### config.mk
export PLATFORM = sky130hd
export DESIGN_NAME = cordic_vector_engine_flat
export DESIGN_NICKNAME = d
export VERILOG_FILES = /design/src/rtl/cordic_vector_engine_if.sv /design/src/rtl/cordic_vector_engine.sv /design/src/flat_wrapper.sv
export SDC_FILE = /design/constraint.sdc
export NUM_CORES = 1
export LEC_CHECK = 0
export CORE_MARGIN = 3
export CORE_UTILIZATION = 50
export DETAILED_ROUTE_END_ITERATION = 10
export PLACE_DENSITY = 0.67
export SETUP_SLACK_MARGIN = 0.3
export SYNTH_ARGS = -nofsm -noshare
export SYNTH_HDL_FRONTEND = slang
export SYNTH_SLANG_ARGS = --single-unit
### constraint.sdc
create_clock -name clk -period 8.4 [get_ports clk]
set_input_delay 1.68 -clock clk [delete_from_list [all_inputs] [get_ports clk]]
set_output_delay 1.68 -clock clk [all_outputs]
set_load 0.05 [all_outputs]
### src/rtl/cordic_vector_engine_if.sv
// Handshake and operand/result bundle for cordic_vector_engine.
//   master: drives ena, start, x_in, y_in; receives busy, done, mag_out, ang_out
//   slave : the engine side of the same signals
//   ena      clock enable, low freezes the engine
//   start    request, sampled while idle
//   x_in     signed x operand (WIDTH bits)
//   y_in     signed y operand (WIDTH bits)
//   busy     computation in flight
//   done     one-cycle pulse, results valid
//   mag_out  unsigned magnitude (WIDTH+1 bits)
//   ang_out  signed angle, 2^16 = full turn
interface cordic_vector_engine_if #(
  parameter int WIDTH = 8
);
  logic                    ena;
  logic                    start;
  logic signed [WIDTH-1:0] x_in;
  logic signed [WIDTH-1:0] y_in;
  logic                    busy;
  logic                    done;
  logic [WIDTH:0]          mag_out;
  logic [15:0]             ang_out;

  modport master (
    output ena, start, x_in, y_in,
    input  busy, done, mag_out, ang_out
  );

  modport slave (
    input  ena, start, x_in, y_in,
    output busy, done, mag_out, ang_out
  );
endinterface

### src/rtl/cordic_vector_engine.sv
// CORDIC vectoring engine: magnitude sqrt(x^2+y^2) and angle atan2(y,x) of a
// signed (x,y) pair, all four quadrants, optional gain-compensated magnitude.
//   clk    rising-edge clock
//   rst_n  asynchronous active-low reset
//   bus    cordic_vector_engine_if.slave: ena, start, x_in, y_in in;
//          busy, done, mag_out, ang_out out
// One request takes ITERS+2 enabled cycles: load, ITERS micro-rotations, post.
module cordic_vector_engine #(
  parameter int WIDTH     = 8,
  parameter int FRAC      = 8,
  parameter int ITERS     = 12,
  parameter int GAIN_COMP = 1
) (
  input  logic                   clk,
  input  logic                   rst_n,
  cordic_vector_engine_if.slave  bus
);

  localparam int W  = WIDTH + FRAC + 2;
  localparam int PW = W + 18;
  localparam int CW = 4;

  localparam logic signed [PW-1:0] K_GAIN    = PW'(64'h9B75);
  localparam logic signed [PW-1:0] RND_GAIN  = PW'(64'd1 << (15 + FRAC));
  localparam logic signed [PW-1:0] RND_RAW   = PW'((64'd1 << FRAC) >> 1);
  localparam logic signed [PW-1:0] MAG_MAX_W = PW'((64'd1 << (WIDTH + 1)) - 64'd1);

  localparam logic [15:0] ATAN [16] = '{
    16'h2000, 16'h12E4, 16'h09FB, 16'h0511, 16'h028B, 16'h0146, 16'h00A3, 16'h0051,
    16'h0029, 16'h0014, 16'h000A, 16'h0005, 16'h0003, 16'h0001, 16'h0001, 16'h0000
  };

  typedef enum logic [1:0] {IDLE, ITER, POST} state_t;

  state_t                state_q, state_d;
  logic signed [W-1:0]   x_q, x_d;
  logic signed [W-1:0]   y_q, y_d;
  logic [15:0]           z_q, z_d;
  logic [CW-1:0]         cnt_q, cnt_d;
  logic                  busy_q, busy_d;
  logic                  done_q, done_d;
  logic [WIDTH:0]        mag_q, mag_d;
  logic [15:0]           ang_q, ang_d;
  logic                  on_axis_q, on_axis_d;
  logic                  x_neg_q, x_neg_d;

  logic signed [W-1:0]   x_ext, y_ext;
  logic signed [W-1:0]   x_sh, y_sh;
  logic [15:0]           atan_i;
  logic signed [PW-1:0]  x_wide, scaled;
  logic [WIDTH:0]        mag_sat;

  // Operand extension, shifted rotation terms and the post-scale result.
  always_comb begin
    x_ext  = {{(W-WIDTH){bus.x_in[WIDTH-1]}}, bus.x_in} <<< FRAC;
    y_ext  = {{(W-WIDTH){bus.y_in[WIDTH-1]}}, bus.y_in} <<< FRAC;
    x_sh   = x_q >>> cnt_q;
    y_sh   = y_q >>> cnt_q;
    atan_i = ATAN[cnt_q];
    x_wide = PW'(x_q);
    if (GAIN_COMP != 0) begin
      scaled = (x_wide * K_GAIN + RND_GAIN) >>> (16 + FRAC);
    end else begin
      scaled = (x_wide + RND_RAW) >>> FRAC;
    end
    if (scaled[PW-1]) begin
      mag_sat = '0;
    end else if (scaled > MAG_MAX_W) begin
      mag_sat = '1;
    end else begin
      mag_sat = scaled[WIDTH:0];
    end
  end

  always_comb begin
    state_d   = state_q;
    x_d       = x_q;
    y_d       = y_q;
    z_d       = z_q;
    cnt_d     = cnt_q;
    busy_d    = busy_q;
    done_d    = 1'b0;
    mag_d     = mag_q;
    ang_d     = ang_q;
    on_axis_d = on_axis_q;
    x_neg_d   = x_neg_q;
    case (state_q)
      IDLE: begin
        if (bus.start) begin
          // Left half-plane is folded by a 180 degree rotation so the
          // micro-rotations only ever have to cover +/-90 degrees.
          x_neg_d   = bus.x_in[WIDTH-1];
          on_axis_d = (bus.y_in == '0);
          x_d       = bus.x_in[WIDTH-1] ? -x_ext : x_ext;
          y_d       = bus.x_in[WIDTH-1] ? -y_ext : y_ext;
          z_d       = bus.x_in[WIDTH-1] ? 16'h8000 : 16'h0000;
          cnt_d     = '0;
          busy_d    = 1'b1;
          state_d   = ITER;
        end
      end
      ITER: begin
        if (!y_q[W-1]) begin
          x_d = x_q + y_sh;
          y_d = y_q - x_sh;
          z_d = z_q + atan_i;
        end else begin
          x_d = x_q - y_sh;
          y_d = y_q + x_sh;
          z_d = z_q - atan_i;
        end
        cnt_d = cnt_q + 1'b1;
        if (cnt_q == CW'(ITERS - 1)) begin
          state_d = POST;
        end
      end
      POST: begin
        mag_d = mag_sat;
        // On the x axis the micro-rotations would leave a table residue;
        // the exact answer is known from the fold, so it is used directly.
        if (on_axis_q) begin
          ang_d = x_neg_q ? 16'h8000 : 16'h0000;
        end else begin
          ang_d = z_q;
        end
        done_d  = 1'b1;
        busy_d  = 1'b0;
        state_d = IDLE;
      end
      default: begin
        state_d = IDLE;
      end
    endcase
  end

  always_ff @(posedge clk or negedge rst_n) begin
    if (!rst_n) begin
      state_q   <= IDLE;
      x_q       <= '0;
      y_q       <= '0;
      z_q       <= '0;
      cnt_q     <= '0;
      busy_q    <= 1'b0;
      done_q    <= 1'b0;
      mag_q     <= '0;
      ang_q     <= '0;
      on_axis_q <= 1'b0;
      x_neg_q   <= 1'b0;
    end else if (bus.ena) begin
      state_q   <= state_d;
      x_q       <= x_d;
      y_q       <= y_d;
      z_q       <= z_d;
      cnt_q     <= cnt_d;
      busy_q    <= busy_d;
      done_q    <= done_d;
      mag_q     <= mag_d;
      ang_q     <= ang_d;
      on_axis_q <= on_axis_d;
      x_neg_q   <= x_neg_d;
    end
  end

  assign bus.busy    = busy_q;
  assign bus.done    = done_q;
  assign bus.mag_out = mag_q;
  assign bus.ang_out = ang_q;

endmodule

### src/flat_wrapper.sv
// flat-port wrapper written by rule: the top's interface ports become plain ports
module cordic_vector_engine_flat 
#(
  parameter int WIDTH     = 8,
  parameter int FRAC      = 8,
  parameter int ITERS     = 12,
  parameter int GAIN_COMP = 1
)
  (clk, rst_n, bus_ena, bus_start, bus_x_in, bus_y_in, bus_busy, bus_done, bus_mag_out, bus_ang_out);
  cordic_vector_engine_if #(.WIDTH(WIDTH)) bus_i ();
  input  logic clk;
  input  logic rst_n;
  input wire logic [$bits(bus_i.ena)-1:0] bus_ena;
  input wire logic [$bits(bus_i.start)-1:0] bus_start;
  input wire logic [$bits(bus_i.x_in)-1:0] bus_x_in;
  input wire logic [$bits(bus_i.y_in)-1:0] bus_y_in;
  output wire logic [$bits(bus_i.busy)-1:0] bus_busy;
  output wire logic [$bits(bus_i.done)-1:0] bus_done;
  output wire logic [$bits(bus_i.mag_out)-1:0] bus_mag_out;
  output wire logic [$bits(bus_i.ang_out)-1:0] bus_ang_out;
  assign bus_i.ena = bus_ena;
  assign bus_i.start = bus_start;
  assign bus_i.x_in = bus_x_in;
  assign bus_i.y_in = bus_y_in;
  assign bus_busy = bus_i.busy;
  assign bus_done = bus_i.done;
  assign bus_mag_out = bus_i.mag_out;
  assign bus_ang_out = bus_i.ang_out;
  cordic_vector_engine #(.WIDTH(WIDTH), .FRAC(FRAC), .ITERS(ITERS), .GAIN_COMP(GAIN_COMP)) u_core (.clk(clk), .rst_n(rst_n), .bus(bus_i));
endmodule
Word-level counts from Yosys, hierarchy flattened
Memories as Yosys holds them, arrays and structs flattened.
Index checks and enable logic that the tools add are counted.

operators by class
  add/sub/neg operators = 10
  multipliers = 1
  div/mod/pow operators = 0
  $lt $le $gt $ge = 2
  equality and inequality tests = 5
  shift operators = 2
  mux-type cells = 26
  bitwise operators = 1
  reductions and logical operators = 9

operators by type and width
  cell                      count
  $mux W16                  7
  $mux W18                  6
  $pmux W18 S2              2
  $add A18 B18 Y18          2
  $add A35 B25 Y36 const B  1
  $neg A16 Y18              2
  $sshr A18 B4 Y18          2
  $sub A18 B18 Y18          2
  $mul A18 B17 Y35 const B  1
  $pmux W16 S2              1
  $mux W9                   2
  $add A16 B16 Y16          1
  $sub A16 B16 Y16          1
  $gt A12 B10 Y1 const B    1
  $reduce_and A3 Y1         4
  $logic_not A8 Y1          1
  $pmux W4 S2               1
  $ge A5 B5 Y1 const B      1
  $not A4 Y5                1
  $add A4 B1 Y4 const B     1
  $eq A4 B4 Y1 const B      1
  $mux W2                   2
  $mux W4                   1
  $pmux W2 S2               1
  9 further kinds           11

word-level totals
  flip-flop bits (word level) = 87
  latch bits = 0
  memory bits (writable) = 0
  bits in read-only memories = 256
  output and inout port bits = 27
  logic and storage cells = 68
  memories = 1

memories
  name             words  bits a word  read ports  clocked after Yosys merged registers in  write ports  line                        RTL
  (no name shown)  16     16           1           0                                        0            cordic_vector_engine.sv:59  atan_i = ATAN[cnt_q];

Depth between registers and ports, before layout
Gate-level depths: netlist (run 1).

  depth after elaboration = 7
  depth in mapped cells = 24

Least setup slack after synthesis (run 1)
No wires, ideal clock.

  path type = reg2reg
  from = register u_core.x_q[9]
  to = register u_core.mag_q[0] (netlist: u_core.bus.mag_out[0])
  arrival = 5.788 ns
  required time = 8.306 ns
  setup slack = 2.518 ns
  cell stages (with the launch flop) = 21
  clock period less this slack = 5.882 ns
  path through = dfrtp_1 ha_1 inv_1 fa_1 fa_1 inv_1 fa_1 fa_1 inv_1 fa_1 inv_1 ha_1 a21oi_1 o21ai_0 a311o_1 o2111ai_1 o21ba_2 a211o_1 mux2_2 and2_1 a211oi_1

between the ends
  longest elaborated chain between the ends = 5

RTL lines
  element                   line                         RTL
  start: declaration        cordic_vector_engine.sv:36   logic signed [W-1:0] x_q, x_d;
  start signal: assignment  cordic_vector_engine.sv:139  x_q <= '0;
  start signal: assignment  cordic_vector_engine.sv:151  x_q <= x_d;
  $mul A18 B17 Y35 *        cordic_vector_engine.sv:62   scaled = (x_wide * K_GAIN + RND_GAIN) >>> (16 + FRAC);
  $add A35 B25 Y36 *        cordic_vector_engine.sv:62
  $gt A12 B10 Y1            cordic_vector_engine.sv:68   end else if (scaled > MAG_MAX_W) begin
  $mux W9                   cordic_vector_engine.sv:68
  $mux W9 *                 cordic_vector_engine.sv:66   if (scaled[PW-1]) begin
  end signal: assignment    cordic_vector_engine.sv:157  mag_q <= mag_d;
  end: declaration          cordic_vector_engine.sv:42   logic [WIDTH:0] mag_q, mag_d;

Every way passes the cells marked *; elsewhere a longest branch is shown, timed or not.
A chain may end at the register's enable or synchronous reset.

Worst setup path after layout (run 1)
  from = register u_core.x_q[8]
  to = register u_core.mag_q[0] (netlist: u_core.bus.mag_out[0])

The elaborated chain is that of the path after synthesis.

==> results of run 1 <==
==> logic make-up after synthesis <==
family	synth area share
simple gates	0.1239
compound gates	0.1592
fa+ha+maj	0.3471
buf+inv	0.08837
xor+xnor	0.05867
mux	0.07930
flops	0.1436
==> tightest hold or removal path, cell delays in order, from the launching register on <==
cell     delay, ns
dfrtp_1       0.34
nand2_1       0.04
o21ai_0       0.06
==> metal layers <==
layer,part of all wire,GRT usage
met5,0,0
met4,0.012,0.03623
met3,0.049,0.03189
met2,0.47,0.3972
met1,0.47,0.3552
==> sequential cells by signal (all words and copies together) (netlist names) <==
name,count
u_core.cnt_q,4
u_core.state_q,2
u_core.bus.mag_out,9
u_core.bus.busy,1
u_core.x_neg_q,1
u_core.z_q,16
u_core.bus.ang_out,16
u_core.y_q,18
u_core.x_q,18
u_core.bus.done,1
u_core.on_axis_q,1
==> layout make-up <==
type,instances,area share
clock buffers,9,0.01387
clock inverters,7,0.004624
inverters,275,0.06358
multi-input cells,1290,0.7175
flip-flops and latches,87,0.1343
well taps,390,0.03006
repair buffers,63,0.03607
==> worst max path at each step <==
stage	from	slack (ns)	to	depth (start not counted)
6_report	u_core.x_q[8]	1.73	u_core.bus.mag_out[0]	20
5_1_grt	u_core.x_q[8]	1.31	u_core.bus.mag_out[0]	20
4_1_cts	u_core.x_q[8]	1.69	u_core.bus.mag_out[0]	20
3_5_place_dp	u_core.x_q[8]	1.71	u_core.bus.mag_out[6]	20
3_3_place_gp	u_core.x_q[8]	1.86	u_core.bus.mag_out[0]	20
2_1_floorplan	u_core.x_q[9]	2.52	u_core.bus.mag_out[0]	20
==> stage by stage <==
| step | area, um^2 | utilization | setup WS, ns | hold slack [ns] |
|---|---|---|---|---|
| after floorplan | 15160 | - | 2.518 | 0.4468 |
| after global placement | 15940 | 0.5348 | 1.859 | 0.4613 |
| after detailed placement | 15940 | 0.5348 | 1.715 | 0.4694 |
| after CTS | 16240 | 0.5449 | 1.693 | 0.4869 |
| after global routing | 16240 | 0.5449 | 1.308 | 0.5188 |
| final | 16240 | 0.5449 | 1.730 | 0.4801 |
==> cell usage in the layout, fill, tap and decap left out, types with 19 or more instances in the layout <==
master,Yosys,routed
o22ai_1,19,19
nor2_1,76,75
dfrtp_1,87,84
inv_1,273,273
nor2b_1,21,21
nand2_1,133,133
ha_1,211,211
nand2b_1,29,29
a21oi_1,100,100
xor2_1,54,54
fa_1,131,131
xnor2_1,45,45
nor3_1,25,25
clkdlybuf4s50_1,0,45
a21o_1,19,19
nand3_1,19,19
mux2i_1,44,44
mux4_2,23,23
o21ai_0,93,93
==> impl_metrics.csv, run 1 <==
group,metric,value,unit
outcome,outcome,"finished clean",
clocking,htreeDepth,3,
logic_synthesis,syn_nets,2074,
worst_setup_path,cp_common_cell,"fa_1",
timing,max_freq,0.1499,GHz
logic_synthesis,async_flop_share,1.000,
worst_setup_path,startpoint_type,"flip-flop",
drt,remaining_drc_errors,0,
clocking,post_cts_resized,0,
placement,dpl.cell_count,2105,
logic_synthesis,postSynthCellCount,1712,
clocking,cts-buffers-inserted,9,
min_path,hp-start,"u_core.bus.ang_out[2]",
worst_setup_path,worst-path-buf-inv,4,
timing,skew,0.01179,ns
die,row_count,63,
worst_setup_path,rrSetupSlack,1.73,ns
placement,io_buffers,46,
die,die_x,180.1,um
global_route,grt_pass1_wl,65.04,mm
clocking,hold_buffers,0,
worst_setup_path,r2r-start,"u_core.x_q[8]",
worst_setup_path,cp.required,8.67,ns
clocking,post-cts-setup-buffers,0,
timing,slew_headroom,0.2625,
logic_synthesis,synth_cell_types,80,
min_path,holdPathEnd,"u_core.bus.ang_out[2]",
drt,vias_per_cell,5.720,
worst_setup_path,critical_path_peak_fanout,12,
timing,hold_viol,0,
die,die_y,180.1,um
drt,drt-total-wl,38.77,mm
final_layout,nFillCells,2733,
die,die-area,32450,um^2
global_route,antenna_found_initial,0,
clocking,cts-root-buf,"clkbuf_16",
worst_setup_path,critPathSlowestCell,"dfrtp_1",
timing,drv_slew,0,
drt,drtAntennaViolNets,0,
final_layout,drive_above_1_share,0.05893,
logic_synthesis,syn_area_per_cell,8.857,um^2
global_route,grt_usage,0.2431,
drt,drt_pre_antenna_iters,6,
timing,rsz0062_at_grt,"no",
logic_synthesis,yosysWarnings,0,
global_route,grt_overflow,0,
timing,tightest_slew,1.104,ns
logic_synthesis,synth_top_cell_by_area,"ha_1",
logic_synthesis,seq_area_frac_synth,0.1436,
worst_setup_path,endpoint_kind,"flip-flop",
worst_setup_path,cp_cell_sequence,"ha_1, inv_1, fa_1, fa_1, inv_1, fa_1, fa_1, inv_1, fa_1, inv_1, ha_1, a21oi_1, o21ai_0, a311o_1, o2111ai_1, o21ba_2, a211o_1, mux2_2, and2_1, a211oi_1",
die,initial_core_util,0.5089,
placement,gp_congestion,0.9505,
logic_synthesis,synth.area.top_cells,"ha_1 (17%), fa_1 (17%), dfrtp_1 (14%)",
global_route,grt_max_degree,66,
die,coreArea,29800,um^2
logic_synthesis,synth_edf_count,0,
logic_synthesis,synth.most_common_cell,"inv_1",
worst_setup_path,crit_family,"adder cells",
drt,vias,12130,
drt,wire_per_inst,18.28,um
run,max-cap-violations,0,
logic_synthesis,synth.top_cell.area_share,0.1741,
timing,period_share,0.7940,
final_layout,area_growth,7.072,%
logic_synthesis,syn-cell-area,15160,um^2
global_route,grt_pass1_vias,12230,
worst_setup_path,crit_type,"reg2reg",
min_path,hold_class,"reg2reg",
clocking,cts_max_path_buffers,2,
worst_setup_path,reg2regPathDepth,20,
timing,fin_setup_tns,0,ns
final_layout,finalNonFillerCells,2121,
clocking,clock_latency,0.36,ns
clocking,cts.sinks,87,
worst_setup_path,slowest_delay,0.71,ns
placement,dp_hpwl,30.56,mm
die,num_io_pins,47,
final_layout,diodes,0,
drt,drtIter0Drc,853,
logic_synthesis,synth_common_cells,"inv_1 (273), ha_1 (211), nand2_1 (133)",
timing,setup_viol,0,
logic_synthesis,ys_ff_latch,87,
final_layout,nets,2088,
final_layout,multi_input_area,11650,um^2
clocking,path_clk_slew,0.08,ns
logic_synthesis,synth_flop_cell,"dfrtp_1",
worst_setup_path,r2r-end,"u_core.bus.mag_out[0]",
min_path,whs_path_depth,2,
worst_setup_path,cp.arrival,6.94,ns
final_layout,seq_area,2181,um^2
timing,min_period,6.670,ns
clocking,cts_tree,"done",
Power of run 1 is not shown: default switching activity piles up to over one toggle a cycle in this logic, so the estimate is an artifact.
==> run 2, diff against run 1 <==
clock period = 6.5 ns   (was 8.4 ns; I/O delays follow)
==> run 2 against run 1 <==
Against the previous run: critical path type unchanged; register-to-register slack lost 1.3 ns; wire length grew 1.0%; non-clock buffer count grew 48; critical path depth grew 3; die area is the same; sequential share of layout area shrank 0.41 points; clock skew is essentially flat; global-route usage is essentially flat; setup slack lost 1.3 ns; final area grew 3.8%; largest cell class unchanged; fmax grew 10%; cell count grew 2.3%.
==> impl_metrics.csv, run 2 (same netlist as run 1, synthesis figures left out) <==
group,metric,value,unit
clocking,cts_max_path_buffers,2,
clocking,path_clk_slew,0.07,ns
die,die_y,180.1,um
final_layout,reg_top3,"u_core.x_q: 18 flops, u_core.y_q: 18 flops",
worst_setup_path,r2r-end,"u_core.bus.mag_out[0]",
worst_setup_path,cp.arrival,6.32,ns
clocking,htreeDepth,3,
global_route,antenna_found_initial,0,
global_route,grt_max_degree,58,
worst_setup_path,reg2regPathDepth,23,
drt,drt_pre_antenna_iters,5,
placement,dp_hpwl,31.04,mm
final_layout,nets,2136,
drt,vias_per_cell,5.671,
clocking,clock_latency,0.36,ns
min_path,hold_class,"reg2reg",
drt,routed.top_layer,"met4",
final_layout,area_growth,11.16,%
worst_setup_path,startpoint_type,"flip-flop",
placement,gp_congestion,0.9257,
timing,slew_headroom,0.2745,
drt,drtIter0Drc,765,
placement,io_buffers,46,
clocking,cts-root-buf,"clkbuf_16",
timing,period_share,0.9309,
final_layout,diodes,0,
drt,wire_per_inst,18.06,um
die,initial_core_util,0.5089,
die,row_count,63,
final_layout,final_cell_mix,"inv_1 (273), ha_1 (195), nand2_1 (132), fa_1 (130), a21oi_1 (96)",
timing,skew,0.01153,ns
drt,dr_wl_met3,2.577,mm
worst_setup_path,rrSetupSlack,0.45,ns
clocking,cts.sinks,87,
drt,wl_met1,18.12,mm
drt,drt-total-wl,39.17,mm
outcome,outcome,"finished clean",
global_route,grt_overflow,0,
final_layout,drive_above_1_share,0.1085,
worst_setup_path,endpoint_kind,"flip-flop",
run,max-cap-violations,0,
drt,route.met2.wl,17.80,mm
worst_setup_path,crit_type,"reg2reg",
clocking,cts_tree,"done",
drt,remaining_drc_errors,0,
final_layout,final_common_cell,"inv_1",
worst_setup_path,critical_path_peak_fanout,4,
worst_setup_path,r2r-start,"u_core.x_q[10]",
timing,hold_viol,0,
timing,drv_slew,0,
timing,min_period,6.051,ns
die,die-area,32450,um^2
drt,vias,12300,
die,die_x,180.1,um
timing,rsz0062_at_grt,"no",
final_layout,nFillCells,2693,
timing,max_freq,0.1653,GHz
global_route,grt_pass1_wl,64.71,mm
timing,fin_setup_tns,0,ns
worst_setup_path,cp.required,6.77,ns
timing,tightest_slew,1.086,ns
timing,setup_viol,0,
worst_setup_path,crit_path_end,"u_core.bus.mag_out[0]",
die,num_io_pins,47,
drt,drtAntennaViolNets,0,
global_route,grt_usage,0.2428,
die,coreArea,29800,um^2
global_route,grt_pass1_vias,12460,
worst_setup_path,crit_start,"u_core.x_q[10]",
clocking,cts-buffers-inserted,9,
clocking,hold_buffers,0,
run 2: cell types whose count changed in the layout (fill, tap and decap cells not counted), sizes merged:
cell	before	now
buf	18	66
clkinvlp	1	0
clkinv	4	5
clkbuf	9	10
inv	277	276
run 2: area by class of cell:
cell class / count / area [um^2] / share of cell area
Clock buffer: 10 / 239.0 / 0.01418
Tap cell: 390 / 488.0 / 0.02895
Multi-Input combinational cell: 1290 / 11890 / 0.7056
Clock inverter: 6 / 51.30 / 0.003043
Sequential cell: 87 / 2195 / 0.1302
Timing Repair Buffer: 111 / 957.2 / 0.05678
Inverter: 275 / 1032 / 0.06124
run 2: through the flow:
step	cell area (um^2)	setup slack [ns]	util	instances	hold WS (ns)
final	16860	0.4494	0.5657	2169	0.4795
after global routing	16860	0.2970	0.5657	2169	0.5268
after CTS	16520	0.3033	0.5543	2152	0.4876
after detailed placement	16140	0.1563	0.5416	2132	0.4691
after global placement	16140	0.3792	0.5416	2132	0.4614
after floorplan	15160	0.6178	-	1712	0.4468
run 2: repair_timing:
item	in CTS	in global routing
pin swaps	0	15
gates cloned	0	0
hold endpoints to repair	0	0
buffers inserted	4	17
endpoints found under the setup margin	3	9
resized for setup	15	37
run 2: critical path: stages (launching register included):
cell and delay [ns]:
dfrtp_2 0.44, buf_4 0.16, buf_4 0.14, ha_1 0.26
inv_1 0.04, fa_1 0.49, fa_1 0.43, fa_1 0.49
inv_1 0.05, fa_1 0.53, inv_1 0.05, fa_1 0.52
inv_1 0.06, ha_4 0.28, nand2_1 0.07, nor3_2 0.16
o311a_1 0.24, o2111ai_2 0.13, buf_6 0.16, o21ba_4 0.22
a211o_1 0.32, mux2_4 0.32, and2_4 0.18, a211oi_2 0.21
run 2: per-layer routing:
layer,global-route usage,vias to the layer above
li1,-,5993
met1,0.3464,5934
met2,0.3922,329
met3,0.04623,45
met4,0.04391,0
met5,0,-
run 2: worst min-delay path by stage:
| stage | startpoint | to | slack [ns] | cells past startpoint |
|---|---|---|---|---|
| finish | u_core.bus.ang_out[2] | u_core.bus.ang_out[2] | 0.48 | 2 |
| CTS | u_core.x_neg_q | u_core.x_neg_q | 0.49 | 2 |
| detailed placement | u_core.x_neg_q | u_core.x_neg_q | 0.47 | 2 |
| global placement | u_core.x_neg_q | u_core.x_neg_q | 0.46 | 2 |
| floorplan | u_core.x_neg_q | u_core.x_neg_q | 0.45 | 2 |
| global route | u_core.bus.busy | u_core.bus.busy | 0.53 | 2 |
Power of run 2 is left out for the same reason.
==> run 3, diff against run 2 <==
CAP_MARGIN = 20   (was default)
CTS_CLUSTER_DIAMETER = 60   (was default)
==> run 3 against run 2 <==
Against the previous run: first-iteration DRC count is 0.78% higher; register-to-register slack barely moved; global-route usage is the same; largest cell class unchanged.
==> impl_metrics.csv, run 3 (same netlist as run 1, synthesis figures left out) <==
group,metric,value,unit
clocking,hold_buffers,0,
drt,drt_pre_antenna_iters,5,
global_route,antenna_found_initial,0,
final_layout,diodes,0,
worst_setup_path,crit_path_end,"u_core.bus.mag_out[0]",
worst_setup_path,critical_path_peak_fanout,4,
placement,dpl.cell_count,2132,
timing,period_share,0.9306,
final_layout,area_growth,11.35,%
drt,vias_per_cell,5.682,
die,die_x,180.1,um
die,initial_core_util,0.5089,
die,coreArea,29800,um^2
die,die_y,180.1,um
timing,hold_viol,0,
die,die-area,32450,um^2
clocking,cts.sinks,87,
placement,gp_congestion,0.9257,
worst_setup_path,r2r-end,"u_core.bus.mag_out[0]",
final_layout,stdcell_area,16880,um^2
drt,wire_per_inst,18.07,um
worst_setup_path,crit_type,"reg2reg",
clocking,cts-buffers-inserted,9,
worst_setup_path,r2r-start,"u_core.x_q[10]",
final_layout,drive_above_1_share,0.1090,
placement,dp_hpwl,31.04,mm
worst_setup_path,cp.required,6.77,ns
drt,vias,12330,
worst_setup_path,crit_start,"u_core.x_q[10]",
min_path,hold_class,"reg2reg",
clocking,htreeDepth,3,
global_route,grt_max_degree,58,
timing,setup_viol,0,
global_route,grt_overflow,0,
worst_setup_path,rrSetupSlack,0.45,ns
outcome,outcome,"finished clean",
global_route,grt_pass1_vias,12460,
final_layout,multi_input_area,11890,um^2
clocking,path_clk_slew,0.08,ns
clocking,cts_tree,"done",
final_layout,nets,2137,
timing,fin_setup_tns,0,ns
final_layout,nFillCells,2689,
clocking,clock_latency,0.36,ns
final_layout,final_common_cell,"inv_1",
clocking,cts-root-buf,"clkbuf_16",
global_route,grt_pass1_wl,64.71,mm
timing,rsz0062_at_grt,"no",
die,num_io_pins,47,
final_layout,post-route-util,0.5666,
drt,drt-total-wl,39.21,mm
worst_setup_path,cp.arrival,6.32,ns
drt,remaining_drc_errors,0,
drt,drtAntennaViolNets,0,
final_layout,reg_top3,"u_core.x_q: 18 flops, u_core.y_q: 18 flops",
timing,skew,0.01218,ns
timing,min_period,6.049,ns
die,row_count,63,
final_layout,seq_area,2195,um^2
worst_setup_path,startpoint_type,"flip-flop",
placement,place_area,16140,um^2
timing,slew_headroom,0.4639,
timing,tightest_slew,0.8033,ns
placement,io_buffers,46,
global_route,grt_usage,0.2428,
final_layout,final_cell_mix,"inv_1 (273), ha_1 (195), nand2_1 (132), fa_1 (130), a21oi_1 (96)",
final_layout,finalNonFillerCells,2170,
drt,drtIter0Drc,771,
worst_setup_path,endpoint_kind,"flip-flop",
timing,max_freq,0.1653,GHz
timing,drv_slew,0,
run,max-cap-violations,0,
clocking,cts_max_path_buffers,2,
worst_setup_path,reg2regPathDepth,23,
==> run 3: cell types whose count changed in the layout (fill, tap and decap cells not counted) <==
| cell | delta |
|---|---|
| buf_16 | +1 |
==> run 3: area by class of cell <==
| cell class | count | area share |
|---|---|---|
| sequential | 87 | 0.1300 |
| clock buffer | 10 | 0.01415 |
| inverter | 275 | 0.06114 |
| timing repair buffer | 112 | 0.05832 |
| clock inverter | 6 | 0.003038 |
| multi-input combinational | 1290 | 0.7045 |
| tap | 390 | 0.02890 |
==> run 3: critical path: stages, from the launching register on <==
cell and delay [ns]:
dfrtp_2 0.44, buf_4 0.16, buf_4 0.14, ha_1 0.26
inv_1 0.04, fa_1 0.49, fa_1 0.43, fa_1 0.49
inv_1 0.05, fa_1 0.53, inv_1 0.05, fa_1 0.52
inv_1 0.06, ha_4 0.28, nand2_1 0.07, nor3_2 0.16
o311a_1 0.24, o2111ai_2 0.13, buf_6 0.16, o21ba_4 0.22
a211o_1 0.32, mux2_4 0.32, and2_4 0.18, a211oi_2 0.21
==> run 3: worst min-delay path by stage <==
stage	startpoint	to	slack, ns	cells after the start
after floorplan	u_core.x_neg_q	u_core.x_neg_q	0.45	2
after global placement	u_core.x_neg_q	u_core.x_neg_q	0.46	2
after detailed placement	u_core.x_neg_q	u_core.x_neg_q	0.47	2
after CTS	u_core.x_neg_q	u_core.x_neg_q	0.49	2
after global routing	u_core.bus.busy	u_core.bus.busy	0.53	2
final	u_core.bus.ang_out[2]	u_core.bus.ang_out[2]	0.48	2
==> run 3: metrics by stage <==
step	worst slack (ns)	hold WS [ns]
after detailed placement	0.1563	0.4691
after global routing	0.2989	0.5268
after floorplan	0.6178	0.4468
after CTS	0.3033	0.4876
final	0.4508	0.4793
after global placement	0.3792	0.4614
==> run 3: per-layer routing <==
metal	vias up	part of all wire	global-route usage
li1	5995	-	-
met1	5973	0.47	0.3464
met2	310	0.45	0.3922
met3	51	0.061	0.04623
met4	0	0.018	0.04391
met5	-	0	0
==> run 3: timing repair <==
action | in CTS | in global routing
gates resized for setup | 15 | 37
endpoints found under the setup margin | 3 | 9
pin swaps | 0 | 15
setup buffers | 4 | 17
Power of run 3 is left out for the same reason.
